`src/rtl/uart_pkg.sv`:
```
// Shared types and constants for the UART transmit controller.
package uart_pkg;

    localparam int unsigned CLKS_PER_BIT_DEFAULT = 5208;

    localparam logic IDLE_LVL  = 1'b1;
    localparam logic START_LVL = 1'b0;
    localparam logic STOP_LVL  = 1'b1;

    typedef enum logic [2:0] {
        StIdle   = 3'd0,
        StStart  = 3'd1,
        StData   = 3'd2,
        StParity = 3'd3,
        StStop   = 3'd4
    } state_e;

endpackage

```
`src/rtl/parity_calc.sv`:
```
// Registered parity generator: par_bit = XOR of data, inverted when par_typ (odd) is set.
module parity_calc (
    input  logic       clk,
    input  logic       rst,
    input  logic       data_valid,
    input  logic [7:0] data,
    input  logic       par_typ,
    output logic       par_bit
);

    always_ff @(posedge clk or negedge rst) begin
        if (!rst) begin
            par_bit <= 1'b0;
        end else if (data_valid) begin
            par_bit <= (^data) ^ par_typ;
        end
    end

endmodule

```
`src/rtl/uart_tx_ctrl.sv`:
```
// UART transmit framing controller around an external serializer.
// Define UART_PARITY_EN to add the par_typ port and a parity bit (11-bit frames).
module uart_tx_ctrl
    import uart_pkg::*;
#(
    parameter int unsigned CLKS_PER_BIT      = CLKS_PER_BIT_DEFAULT,
    parameter int unsigned CLK_COUNTER_WIDTH = $clog2(CLKS_PER_BIT)
) (
    input  logic       clk,
    input  logic       rst,
    input  logic       data_valid,
    input  logic [7:0] p_data_in,
`ifdef UART_PARITY_EN
    input  logic       par_typ,
`endif
    input  logic       ser_data,
    input  logic       ser_done,
    output logic       ser_en,
    output logic [7:0] p_data,
    output logic       tx_out,
    output logic       busy
);

    state_e                       state_q, state_d;
    logic [CLK_COUNTER_WIDTH-1:0] cnt_q, cnt_d;
    logic [7:0]                   p_data_q, p_data_d;
    logic                         busy_q, busy_d;
    logic                         tx_out_q, tx_out_d;
    logic                         accept;
    logic                         bit_end;

    assign accept  = (state_q == StIdle) && data_valid;
    assign bit_end = (cnt_q == CLK_COUNTER_WIDTH'(CLKS_PER_BIT - 1));

`ifdef UART_PARITY_EN
    logic par_bit;

    parity_calc u_parity_calc (
        .clk        (clk),
        .rst        (rst),
        .data_valid (accept),
        .data       (p_data_in),
        .par_typ    (par_typ),
        .par_bit    (par_bit)
    );
`endif

    always_comb begin
        state_d  = state_q;
        p_data_d = p_data_q;
        busy_d   = busy_q;
        tx_out_d = IDLE_LVL;
        case (state_q)
            StIdle: begin
                if (accept) begin
                    state_d  = StStart;
                    p_data_d = p_data_in;
                    busy_d   = 1'b1;
                end
            end
            StStart: begin
                tx_out_d = START_LVL;
                if (bit_end) state_d = StData;
            end
            StData: begin
                tx_out_d = ser_data;
                if (ser_done) begin
`ifdef UART_PARITY_EN
                    state_d = StParity;
`else
                    state_d = StStop;
`endif
                end
            end
`ifdef UART_PARITY_EN
            StParity: begin
                tx_out_d = par_bit;
                if (bit_end) state_d = StStop;
            end
`endif
            StStop: begin
                tx_out_d = STOP_LVL;
                if (bit_end) begin
                    state_d = StIdle;
                    busy_d  = 1'b0;
                end
            end
            default: begin
                state_d = StIdle;
                busy_d  = 1'b0;
            end
        endcase
    end

    // Counter restarts on every state change so each bit period starts from zero.
    always_comb begin
        if ((state_d != state_q) || bit_end) begin
            cnt_d = '0;
        end else begin
            cnt_d = cnt_q + 1'b1;
        end
    end

    always_ff @(posedge clk or negedge rst) begin
        if (!rst) begin
            state_q  <= StIdle;
            cnt_q    <= '0;
            p_data_q <= 8'h00;
            busy_q   <= 1'b0;
            tx_out_q <= IDLE_LVL;
        end else begin
            state_q  <= state_d;
            cnt_q    <= cnt_d;
            p_data_q <= p_data_d;
            busy_q   <= busy_d;
            tx_out_q <= tx_out_d;
        end
    end

    assign ser_en = (state_q == StData);
    assign p_data = p_data_q;
    assign tx_out = tx_out_q;
    assign busy   = busy_q;

endmodule

```
`config.mk`:
```
export PLATFORM = sky130hd
export DESIGN_NAME = uart_tx_ctrl
export DESIGN_NICKNAME = d
export VERILOG_FILES = /design/src/rtl/uart_pkg.sv /design/src/rtl/parity_calc.sv /design/src/rtl/uart_tx_ctrl.sv
export SDC_FILE = /design/constraint.sdc
export NUM_CORES = 1
export LEC_CHECK = 0
export BUFFER_PORTS_ARGS = -buffer_cell sky130_fd_sc_hd__buf_2
export CAP_MARGIN = 20
export CORE_UTILIZATION = 60
export CTS_BUF_LIST = sky130_fd_sc_hd__clkbuf_8
export DETAILED_ROUTE_END_ITERATION = 8
export GPL_ROUTABILITY_DRIVEN = 0
export GPL_TIMING_DRIVEN = 0
export PLACE_DENSITY_LB_ADDON = 0.1
export SYNTH_ARGS = -nofsm -noshare
export SYNTH_HDL_FRONTEND = slang
export SYNTH_SLANG_ARGS = --single-unit
export TNS_END_PERCENT = 20
```
`constraint.sdc`:
```
create_clock -name clk -period 5.85 [get_ports clk]
set_clock_uncertainty 0.1 [all_clocks]
set_input_delay 0.8775 -clock clk [delete_from_list [all_inputs] [get_ports clk]]
set_output_delay 0.8775 -clock clk [all_outputs]
set_load 0.005 [all_outputs]
```
## Yosys cells after proc, flatten, opt, wreduce, memory -nomap -nowiden

Cells that the tools add are included.

- Memories kept: 0
- Bits in latches: 0
- Logic and storage cells: 30
- Input bits: 13
- Bits in writable memories: 0
- ROM bits: 0
- Register bits: 26
- Output and inout port bits: 11

- Reductions and logical operators: 6
- Equality and inequality tests: 7
- Bitwise operators: 1
- Shift operators: 0
- Divide/modulo/power cells: 0
- $mul: 0
- Order comparisons: 0
- Multiplexer cells: 10
- Add/sub/neg operators: 1

Operator list:

| kind | count |
|---|---|
| adder 13 x 1 -> 13 bit (second input constant) | 1 |
| == test 13 bit (second input constant) | 1 |
| two-way mux 13 bit | 1 |
| two-way mux 3 bit | 4 |
| one-hot mux 3 bit (4 select lines) | 1 |
| != test 2 bit (second input constant) | 2 |
| == test 3 x 1 -> 1 bit (second input constant) | 1 |
| == test 3 x 2 -> 1 bit (second input constant) | 1 |
| == test 3 bit (second input constant) | 1 |
| zero test 3 bit | 1 |
| != test 3 bit | 1 |
| one-hot mux 1 bit (3 select lines) | 1 |
| AND reduction 3 bit | 1 |
| two-way mux 1 bit | 2 |
| one-hot mux 1 bit (2 select lines) | 1 |
| AND reduction 2 bit | 1 |
| OR reduction 2 bit | 1 |
| logical AND 1 bit | 1 |
| logical OR 1 bit | 1 |
| inverter 1 bit | 1 |

## Logic depth before layout (Yosys ltp)

- Depth after elaboration: 7
- Gate-level depth with buffers: 6
- Depth with buffers taken out: 5

## Least setup slack after synthesis

No wires, ideal clock.

- Path kind: input to register
- From: in ser_done
- To: reg cnt_q[11]
- Buffers on the path: 1
- Slack: 3,851 ps
- Stages: 5
- Data required time: 5,679 ps
- Arrival time: 1,828 ps
- Setup time: 71 ps
- Path through: or3b_2 > a21oi_1 > o21bai_2 > buf_6 > nor2_1

- Cells in the longest elaborated chain, start to end: 5

RTL lines:

| what | line | RTL |
|---|---|---|
| start: declaration | uart_tx_ctrl.sv:17 | `input logic ser_done,` |
| two-way mux 3 bit | uart_tx_ctrl.sv:67 | `if (ser_done) begin` |
| one-hot mux 3 bit (4 select lines) | uart_tx_ctrl.sv:53 | `case (state_q)` |
| != test 3 bit | uart_tx_ctrl.sv:97 | `if ((state_d != state_q) \|\| bit_end) begin` |
| logical OR 1 bit | uart_tx_ctrl.sv:97 |  |
| two-way mux 13 bit | uart_tx_ctrl.sv:97 |  |
| net cnt_d[11] | uart_tx_ctrl.sv:25 | `logic [CLK_COUNTER_WIDTH-1:0] cnt_q, cnt_d;` |
| end signal: assignment | uart_tx_ctrl.sv:113 | `cnt_q <= cnt_d;` |
| end: declaration | uart_tx_ctrl.sv:25 |  |

The timed path passes the listed nets, and every way through them passes these cells.
A chain may end at the register's enable or synchronous reset.

## Final worst setup path

- From: reg state_q[2]
- To: out ser_en

- Cells in the longest elaborated chain, start to end: 1

RTL lines:

| what | line | RTL |
|---|---|---|
| start: declaration | uart_tx_ctrl.sv:24 | `state_e state_q, state_d;` |
| start signal: assignment | uart_tx_ctrl.sv:106 | `state_q <= StIdle;` |
| start signal: assignment | uart_tx_ctrl.sv:112 | `state_q <= state_d;` |
| == test 3 x 2 -> 1 bit | uart_tx_ctrl.sv:120 | `assign ser_en = (state_q == StData);` |
| end: declaration | uart_tx_ctrl.sv:18 | `output logic ser_en,` |

No other way between the ends.

==> metrics.cfg <==
[floorplanning]
start_util_pct=63.7
die_h_um=47.4
row_count=16
ios=24
die-width_um=47.4
fp.coreArea_um2=1940
design.die.area_um2=2250

[sta]
final.period_utilization_pct=36.1
worst_slew_margin_rel_pct=62.5
setup_viol=0
maxClockFrequency_mhz=473
timing.setup.tns_ns=0
minimum_clock_period_ns=2.11
hold_viol_final=0
hold_ws_ns=0.397
worst_slew_pin_slew_ns=0.562
report.final.slew_viol_count=0
rsz_0062_raised_after_global_routing=false

[grt]
grt_pass1_vias=794
antenna_violations_before_repair=0
grt_max_degree=27
globalRouteOverflowTotal=0
globalRouteTotalUtil_pct=22.4
first_pass_grt_wire_length_um=3400

[power_and_ir_drop]
clockPowerShare_pct=21.6
total_leakage_power_nw=0.647
power_report.internal_total_mw=0.325
p_comb_share_pct=22.9
worst_ir_drop_vdd_mv=0.277
power_density_nw_per_um2=319
netSwitchingFraction_pct=28.7
sequentialPowerShare_pct=55.4
power.net_switching_mw=0.131
design_power_total_mw=0.456

[cells_and_area]
nets=155
n_fill_cell=153
multiInputGateArea_um2=549
post_route_cells_drive_above_1_share_pct=30.0
most-common-layout-cells=25 x sky130_fd_sc_hd__dfrtp_1, 23 x sky130_fd_sc_hd__buf_2, 17 x sky130_fd_sc_hd__nor2_1
seqCellArea_um2=652
syn2layout_area_growth_pct=15.7
antenna_diode_count=0
layout_commonest_cell=sky130_fd_sc_hd__dfrtp_1

[clock_tree]
postCtsResizedCells=0
numCtsBuffers=3
tritoncts_num_sinks=26
insertion_delay_ns=0.27
path_clk_slew_ns=0.08
cts_setup_buffers=0
clock_tree.htree_level_count=1
root_buffer=sky130_fd_sc_hd__clkbuf_8
clock_tree.buffer_depth=2
cts-hold-fix-buffers=0
tritoncts=built

[worst_setup_path]
worstRegToRegCells=6
critical_path_arrival_ns=1.14
startpoint=state_q[2]$_DFF_PN0_
worst_setup_path_start_kind=flip-flop
cp_data_required_time_ns=4.87
ff2ff_setup_slack_ns=3.77
r2r_start=cnt_q[0]$_DFF_PN0_
regToRegEndpoint=cnt_q[11]$_DFF_PN0_
crit_path_max_fanout=10
endpoint_type_of_the_worst_setup_path=output port
criticalPathCategory=flip-flop to output port

[min_path]
worst_hold_path_type=flip-flop to flip-flop
timing.hold.worst_path_depth=1
origin_of_the_worst_min_delay_path=cnt_q[0]$_DFF_PN0_
whs_endpoint=cnt_q[0]$_DFF_PN0_

[routing]
firstDrtPassIters=4
wire_length_per_cell_um=12.9
vias=886
routed_wl_um=2150
remaining_drc_errors=0
postRouteAntennaNets=0
drt_iter0_markers=24
detailed_route_vias_per_instance=5.31

[logic_synthesis]
postSynthAreaPerCell_um2=10.9
synth-edff-count=0
synth_nets=127
ys_warn_count=0
yosys_register_bits=26
async_set_or_reset_register_ratio_after_synthesis_pct=100
yosysSeqAreaShare_pct=52.7
postSynthCellCount=113
mappedNetlistArea_um2=1240
synth.lib_cells_used.distinct=33
synth_flop_cell=sky130_fd_sc_hd__dfrtp_1

[place]
port_buffers=23
hpwl_um=1570

[outcome]
run_status=finished clean

[job]
max_cap_violations=0

[cell usage after synthesis (2+ instances only)]
| cell | n | area share, % |
|---|---|---|
| sky130_fd_sc_hd__nand4_1 | 2 | 1.0 |
| sky130_fd_sc_hd__o21ai_0 | 2 | 0.81 |
| sky130_fd_sc_hd__nand2b_1 | 6 | 3.0 |
| sky130_fd_sc_hd__xor2_1 | 3 | 2.1 |
| sky130_fd_sc_hd__nor3_4 | 2 | 2.6 |
| sky130_fd_sc_hd__a21oi_1 | 3 | 1.2 |
| sky130_fd_sc_hd__nand2_1 | 6 | 1.8 |
| sky130_fd_sc_hd__mux2_2 | 8 | 7.3 |
| sky130_fd_sc_hd__o31ai_1 | 2 | 1.2 |
| sky130_fd_sc_hd__nor3_1 | 4 | 1.6 |
| sky130_fd_sc_hd__inv_1 | 4 | 1.2 |
| sky130_fd_sc_hd__nand3_1 | 4 | 1.6 |
| sky130_fd_sc_hd__nor2_1 | 17 | 5.2 |
| sky130_fd_sc_hd__xnor2_1 | 7 | 5.0 |
| sky130_fd_sc_hd__dfrtp_1 | 25 | 51 |
[worst max-delay path by stage]
stage	end	cells past startpoint
2_1_floorplan	cnt_q[11]$_DFF_PN0_	5
3_3_place_gp	cnt_q[4]$_DFF_PN0_	6
3_5_place_dp	cnt_q[9]$_DFF_PN0_	6
4_1_cts	ser_en	3
5_1_grt	cnt_q[7]$_DFF_PN0_	6
6_report	ser_en	3
[cell type report]
class / count / area share, %
buffer: 3 / 1.40
clock buffer: 3 / 2.89
clock inverter: 1 / 0.262
inverter: 4 / 1.05
multi-input combinational: 80 / 38.4
sequential: 26 / 45.6
tap: 27 / 2.36
timing repair buffer: 23 / 8.05
[logic make-up after synthesis]
group           Yosys count  share of synthesized area (%)
buf+inv                   7                           2.83
mux                       8                           7.29
compound gates           10                           5.47
fa+ha+maj                 1                           1.01
flops                    26                           52.7
xor+xnor                 10                           7.09
simple gates             51                           23.6
[through the flow]
stage | util (%) | worst slack [ns] | area, um^2 | instances
2_1_floorplan | - | 3.85 | 1240 | 113
4_1_cts | 73.6 | 3.74 | 1430 | 167
3_5_place_dp | 71.3 | 3.60 | 1390 | 163
5_1_grt | 73.6 | 3.64 | 1430 | 167
3_3_place_gp | 71.3 | 3.67 | 1390 | 163
6_report | 73.6 | 3.74 | 1430 | 167
[sequential cells by signal, summed over array words and instances, names as in the netlist]
name     flops
cnt_q       13
p_data       8
state_q      3
busy         1
tx_out       1
[critical path, stage by stage, from the launching register on]
cell,delay [ns]
sky130_fd_sc_hd__dfrtp_1,0.33
sky130_fd_sc_hd__clkbuf_1,0.32
sky130_fd_sc_hd__nor2_1,0.08
sky130_fd_sc_hd__buf_2,0.13
[routing by layer]
layer | track usage, % | routed length, um | vias to the layer above
met2 | 36.2 | 1050 | 17
met3 | 4.62 | 72 | 4
met5 | 0 | 0 | -
met4 | 9.71 | 25 | 0
li1 | - | - | 442
met1 | 29.2 | 999 | 423
[power groups by stage]
stage | combinational, mW | sequential, mW | clock, mW
detailed placement | 0.106 | 0.255 | 0
finish | 0.105 | 0.253 | 0.0985
CTS | 0.107 | 0.252 | 0.101
global route | 0.118 | 0.259 | 0.107
global placement | 0.102 | 0.253 | 0
floorplan | 0.0637 | 0.253 | 0
(Power assumes the default switching activity.)
